==> config.mk <==
export PLATFORM = sky130hd
export DESIGN_NAME = sdram_slot_mux
export DESIGN_NICKNAME = d
export VERILOG_FILES = /design/src/rtl/sdram_slot_mux.sv
export SDC_FILE = /design/constraint.sdc
export NUM_CORES = 1
export LEC_CHECK = 0
export CAP_MARGIN = 0
export CORE_MARGIN = 10
export CORE_UTILIZATION = 30
export CTS_CLUSTER_SIZE = 28
export DETAILED_ROUTE_END_ITERATION = 10
export DONT_BUFFER_PORTS = 1
export GPL_ROUTABILITY_DRIVEN = 0
export SYNTH_ARGS = -nofsm -noshare
export SYNTH_HDL_FRONTEND = slang
export SYNTH_SLANG_ARGS = --single-unit
==> constraint.sdc <==
create_clock -name clk -period 5.1 [get_ports clk]
set_clock_uncertainty 0.15 [all_clocks]
set_input_delay 0.765 -clock clk [delete_from_list [all_inputs] [get_ports clk]]
set_output_delay 0.765 -clock clk [all_outputs]
set_load 0.005 [all_outputs]
==> src/rtl/sdram_slot_mux.sv <==
// Fixed time-slot arbiter/sequencer in front of the 8-bit SDRAM controller.
// Optional loader port (top priority) is enabled by defining SDRAM_LOADER_EN.
module sdram_slot_mux #(
  parameter int unsigned SLOT_CLKS     = 16,
  parameter int unsigned DATA_TAP      = 10,
  parameter int unsigned REFRESH_SLOTS = 8,
  parameter int unsigned INIT_CLKS     = 512
) (
  input  logic        clk,
  input  logic        reset,
  input  logic        cpu_req,
  input  logic        cpu_we,
  input  logic [24:0] cpu_addr,
  input  logic [7:0]  cpu_din,
  output logic [7:0]  cpu_dout,
  output logic        cpu_ack,
  input  logic        vid_req,
  input  logic [24:0] vid_addr,
  output logic [7:0]  vid_dout,
  output logic        vid_ack,
`ifdef SDRAM_LOADER_EN
  input  logic        ld_req,
  input  logic [24:0] ld_addr,
  input  logic [7:0]  ld_din,
  output logic        ld_ack,
`endif
  output logic        sd_ce,
  output logic        sd_we,
  output logic        sd_refresh,
  output logic [24:0] sd_addr,
  output logic [7:0]  sd_din,
  input  logic [7:0]  sd_dout
);

  localparam int unsigned SLOT_W = $clog2(SLOT_CLKS);
  localparam int unsigned INIT_W = $clog2(INIT_CLKS);

  localparam logic [SLOT_W-1:0] SLOT_LAST   = SLOT_W'(SLOT_CLKS - 1);
  localparam logic [SLOT_W-1:0] TAP_CLK     = SLOT_W'(DATA_TAP);
  localparam logic [SLOT_W-1:0] ACK_CLK     = SLOT_W'(DATA_TAP + 1);
  localparam logic [SLOT_W-1:0] STROBE_LAST = SLOT_W'(3);
  localparam logic [INIT_W-1:0] INIT_LOAD   = INIT_W'(INIT_CLKS - 1);
  localparam logic [7:0]        REF_MAX     = 8'(REFRESH_SLOTS);

  typedef enum logic [1:0] {INIT, IDLE, ACCESS, REFRESH} state_t;
  typedef enum logic [1:0] {P_VID, P_CPU, P_LD} port_t;

  state_t            state;
  port_t             gnt_port;
  logic [INIT_W-1:0] init_cnt;
  logic [SLOT_W-1:0] slot_cnt;
  logic [7:0]        ref_cnt;
  logic              slot_start;

  state_t            arb_state;
  port_t             arb_port;
  logic              arb_we;
  logic [24:0]       arb_addr;
  logic [7:0]        arb_din;

  // A new slot begins when the init count expires or the slot counter wraps.
  assign slot_start = (state == INIT) ? (init_cnt == '0) : (slot_cnt == SLOT_LAST);

  always_comb begin
    arb_state = REFRESH;
    arb_port  = P_CPU;
    arb_we    = 1'b0;
    arb_addr  = '0;
    arb_din   = '0;
`ifdef SDRAM_LOADER_EN
    if (ld_req) begin
      arb_state = ACCESS;
      arb_port  = P_LD;
      arb_we    = 1'b1;
      arb_addr  = ld_addr;
      arb_din   = ld_din;
    end else
`endif
    if (ref_cnt >= REF_MAX) begin
      arb_state = REFRESH;
    end else if (vid_req) begin
      arb_state = ACCESS;
      arb_port  = P_VID;
      arb_addr  = vid_addr;
    end else if (cpu_req) begin
      arb_state = ACCESS;
      arb_port  = P_CPU;
      arb_we    = cpu_we;
      arb_addr  = cpu_addr;
      arb_din   = cpu_din;
    end
  end

  always_ff @(posedge clk) begin
    if (reset) begin
      state      <= INIT;
      gnt_port   <= P_VID;
      init_cnt   <= INIT_LOAD;
      slot_cnt   <= '0;
      ref_cnt    <= '0;
      sd_ce      <= 1'b0;
      sd_we      <= 1'b0;
      sd_refresh <= 1'b0;
      sd_addr    <= '0;
      sd_din     <= '0;
      cpu_dout   <= '0;
      cpu_ack    <= 1'b0;
      vid_dout   <= '0;
      vid_ack    <= 1'b0;
`ifdef SDRAM_LOADER_EN
      ld_ack     <= 1'b0;
`endif
    end else begin
      cpu_ack <= 1'b0;
      vid_ack <= 1'b0;
`ifdef SDRAM_LOADER_EN
      ld_ack  <= 1'b0;
`endif
      if (state == INIT || slot_cnt == SLOT_LAST)
        slot_cnt <= '0;
      else
        slot_cnt <= slot_cnt + SLOT_W'(1);

      if (slot_start) begin
        state    <= arb_state;
        gnt_port <= arb_port;
        if (arb_state == ACCESS) begin
          sd_ce   <= 1'b1;
          sd_we   <= arb_we;
          sd_addr <= arb_addr;
          sd_din  <= arb_din;
          ref_cnt <= (ref_cnt >= REF_MAX) ? REF_MAX : ref_cnt + 8'd1;
        end else begin
          sd_refresh <= 1'b1;
          ref_cnt    <= '0;
        end
      end else begin
        case (state)
          INIT: init_cnt <= init_cnt - INIT_W'(1);
          ACCESS: begin
            if (slot_cnt == STROBE_LAST)
              sd_ce <= 1'b0;
            if (slot_cnt == TAP_CLK) begin
              case (gnt_port)
                P_VID: begin
                  vid_dout <= sd_dout;
                  vid_ack  <= 1'b1;
                end
                P_CPU: begin
                  if (!sd_we)
                    cpu_dout <= sd_dout;
                  cpu_ack <= 1'b1;
                end
                default: begin
`ifdef SDRAM_LOADER_EN
                  ld_ack <= 1'b1;
`endif
                end
              endcase
            end
            // Address/data stay latched until the next grant; only the state retires.
            if (slot_cnt == ACK_CLK)
              state <= IDLE;
          end
          REFRESH: begin
            if (slot_cnt == STROBE_LAST) begin
              sd_refresh <= 1'b0;
              state      <= IDLE;
            end
          end
          default: ;
        endcase
      end
    end
  end

  a_no_collision: assert property (@(posedge clk) disable iff (reset) !(sd_ce && sd_refresh));

endmodule
==> flow_metrics.tcl <==
set metrics [dict create \
    syn-instance-count 344 \
    hp-class "flip-flop to flip-flop" \
    insertedDiodeCount 0 \
    tritoncts "done" \
    io_pins 125 \
    synth_seq_cells 78 \
    slowest_delay_ns 0.92 \
    cts_setup_buffers 0 \
    clk-insertion-delay-late_ns 0.33 \
    floorplan.die_area_sq_um 16120 \
    max_root_sink_buffers 2 \
    postSynth.asyncResetShare 0 \
    start_kind "flip-flop" \
    grt_pass1_vias 2605 \
    layout.cells.non_filler 474 \
    synth_top_area_frac 0.4550 \
    detail_route.drc_violations 0 \
    layout_overhead_on_the_synthesized_area_pct 10.43 \
    drt.antenna.violating_nets 0 \
    clock-root-buffer "clkbuf_16" \
    outcome "completed" \
    count_of_flip_flops_with_a_built_in_enable_after_synthesis 0 \
    worst_setup_ep_type "flip-flop" \
    cts-buffers-inserted 9 \
    slew_viol_final 0 \
    core_sq_um 11320 \
    die_x_um 127.0 \
    finalHoldViolations 0 \
    setup.reg_to_reg.worst_slack_ns 1.89 \
    ys_types 47 \
    initial_core_util 0.3032 \
    synth.cell_area_sq_um 3432 \
    yosys_most_used_dff "dfxtp_1" \
    worst_ep_required_time_ns 5.19 \
    critical_path.reg2reg.startpoint "init_cnt[0]" \
    fin_ws_ns 1.893 \
    tightestPinTransition_ns 1.326 \
    reg2regPathDepth 7 \
    path_cells "inv_1, ha_1, or4b_1, o41ai_4, buf_4, a21oi_1, a311oi_1" \
    holdWs_ns 0.3181 \
    drive_above_1_share 0.1541 \
    numPlacedInstances 458 \
    maximum_fanout_along_the_worst_path 25 \
    detail_route.wirelength_um 8822 \
    timing.critical_path.arrival_ns 3.30 \
    worst_hold_path.num_cells 1 \
    ir_drop_mv 0.1973 \
    antenna_found_initial 0 \
    synth_area_per_cell_sq_um 9.977 \
    whs_endpoint "slot_cnt[0]" \
    yosys-top-cells-area "dfxtp_1 (45%), a211oi_2 (8.7%), a22oi_1 (5.5%), mux2i_1 (4.7%), a21oi_1 (4.2%)" \
    post-route-min-period_ns 3.207 \
    portBuffers 0 \
    route.vias.total 2560 \
    drt_pass1_iterations 4 \
    cap_viol_max_count 0 \
    synthesis.yosys.warnings 0 \
    critical_path_buf_inv_count 2 \
    grt_first_pass_wirelength_um 13800 \
    ctsHoldBuffers 0 \
    detailed_place.area_sq_um 3475 \
    finalSetupViolations 0 \
    critical_path.slowest_cell "o41ai_4" \
    crit-reg2reg-capture "sd_addr[23]" \
    tns_ns 0 \
    rows 39 \
    place_hpwl_um 6242 \
    holdCritStartpoint "slot_cnt[0]" \
    maxClockFrequency_ghz 0.3118 \
    cts.sinks 78 \
    timing.critical_path.max_delay_family "compound AO/OA/AOI/OAI gates" \
    gr-usage-all-layers 0.1053 \
    cts-htree-levels 3 \
    detailedRoute.firstIterationViolations 127 \
    clk_pin_slew_ns 0.06 \
    chipHeight_um 127.0 \
    seq_area_frac_synth 0.4550 \
    postLayoutCellArea_sq_um 3790 \
    drt-vias-per-instance 5.401 \
    grt_start_max_net_pins 57 \
    grt_remaining_overflow 0 \
    mappedNetlistNets 420 \
    slew-limit-headroom 0.1034 \
    power_per_cell_area_nw_per_um2 350.3 \
    post_drt_wl_per_cell_um 18.61 \
    cts.repair.resized 0 \
    design.final.nets 402 \
    post-synth-top-area-cell "dfxtp_1" \
    worstSetupPathType "flip-flop to flip-flop" \
    grt_setup_unrepaired "false" \
    p_leak_nw 1.302 \
    dp_slack_ns 1.877 \
    layout_worst_path_cycle_share 0.6288 \
]
-- worst reg2reg max path, cell delays in order, from the launching register on --
cell and delay, ns:
dfxtp_1 0.32, inv_1 0.09, ha_1 0.21, or4b_1 0.64
o41ai_4 0.92, buf_4 0.45, a21oi_1 0.11, a311oi_1 0.23
-- state kept, by name (all words and copies together), names as in the netlist --
| signal | cells |
|---|---|
| sd_we | 1 |
| gnt_port | 1 |
| sd_addr | 25 |
| ref_cnt | 8 |
| cpu_ack | 1 |
| cpu_dout | 8 |
| sd_refresh | 1 |
| slot_cnt | 4 |
| init_cnt | 9 |
| state | 2 |
| sd_ce | 1 |
| sd_din | 8 |
| vid_dout | 8 |
| vid_ack | 1 |
-- cell type report --
cell class / instances / area (sq um)
fill: 1135 / 7531
multi-input combinational: 227 / 1685
sequential: 78 / 1562
clock buffer: 11 / 232.7
tap: 143 / 178.9
clock inverter: 5 / 82.58
inverter: 7 / 26.28
timing repair buffer: 3 / 22.52
-- layer usage --
metal / up-vias / global-route usage / share of wire
met5: - / 0 / 0
met4: 0 / 0.04622 / 0.017
met3: 8 / 0.04790 / 0.095
met2: 80 / 0.1771 / 0.51
met1: 1231 / 0.1111 / 0.37
li1: 1241 / - / -
-- worst max-delay path by stage --
stage	start	endpoint	slack (ns)	cells past startpoint
after floorplan	init_cnt[0]	sd_addr[10]	2.75	8
after global placement	init_cnt[0]	sd_addr[23]	2.00	7
after detailed placement	init_cnt[0]	sd_addr[23]	1.88	7
after CTS	init_cnt[0]	sd_addr[23]	1.87	7
after global routing	init_cnt[0]	sd_addr[23]	1.64	7
final	init_cnt[0]	sd_addr[23]	1.89	7
-- per-stage QoR --
stage	util	total power [mW]
after floorplan	-	0.6654
after global placement	0.3069	0.6618
after detailed placement	0.3069	0.6632
after CTS	0.3348	1.348
after global routing	0.3348	1.379
final	0.3348	1.327
-- cell usage after synthesis, types with 3 or more instances --
master / number
a211oi_2: 24
a21oi_1: 29
a22oi_1: 25
and3_1: 4
buf_6: 5
clkbuf_1: 22
dfxtp_1: 78
ha_1: 5
inv_1: 6
mux2i_1: 16
nand2_1: 20
nand3_1: 5
nand4_1: 8
nor2_1: 27
nor3_1: 4
o2111ai_1: 4
o211ai_1: 3
o21ai_0: 8
o31ai_1: 3
or4_1: 3
xor2_1: 7
-- report_power, final --
group | total, mW | switching (mW) | internal [mW]
sequential | 0.614 | 0.00222 | 0.611
combinational | 0.0355 | 0.0226 | 0.0129
clock | 0.678 | 0.248 | 0.431
total | 1.33 | 0.272 | 1.05
-- placed cells by master, fill, tap and decap left out, types with 3 or more instances in the layout --
master      n
dfxtp_1    78
a21oi_1    29
nor2_1     27
a22oi_1    25
a211oi_2   24
nand2_1    20
mux2i_1    16
clkbuf_16   9
nand4_1     8
o21ai_0     8
xor2_1      7
inv_1       6
nand3_1     5
ha_1        5
o2111ai_1   4
nor3_1      4
and3_1      4
or4_1       3
o31ai_1     3
o211ai_1    3
buf_4       3
-- cells by family after synthesis --
family / count (synthesis) / synth area share
AOI/OAI and AO/OA: 109 / 0.2647
and+or+nand+nor: 88 / 0.1360
DFF: 78 / 0.4550
buffers and inverters: 39 / 0.05650
muxes: 16 / 0.04666
xor gates and xnor gates: 9 / 0.02297
adders and majority gates: 5 / 0.01823
Note: power is estimated with default switching activity, not from simulation.
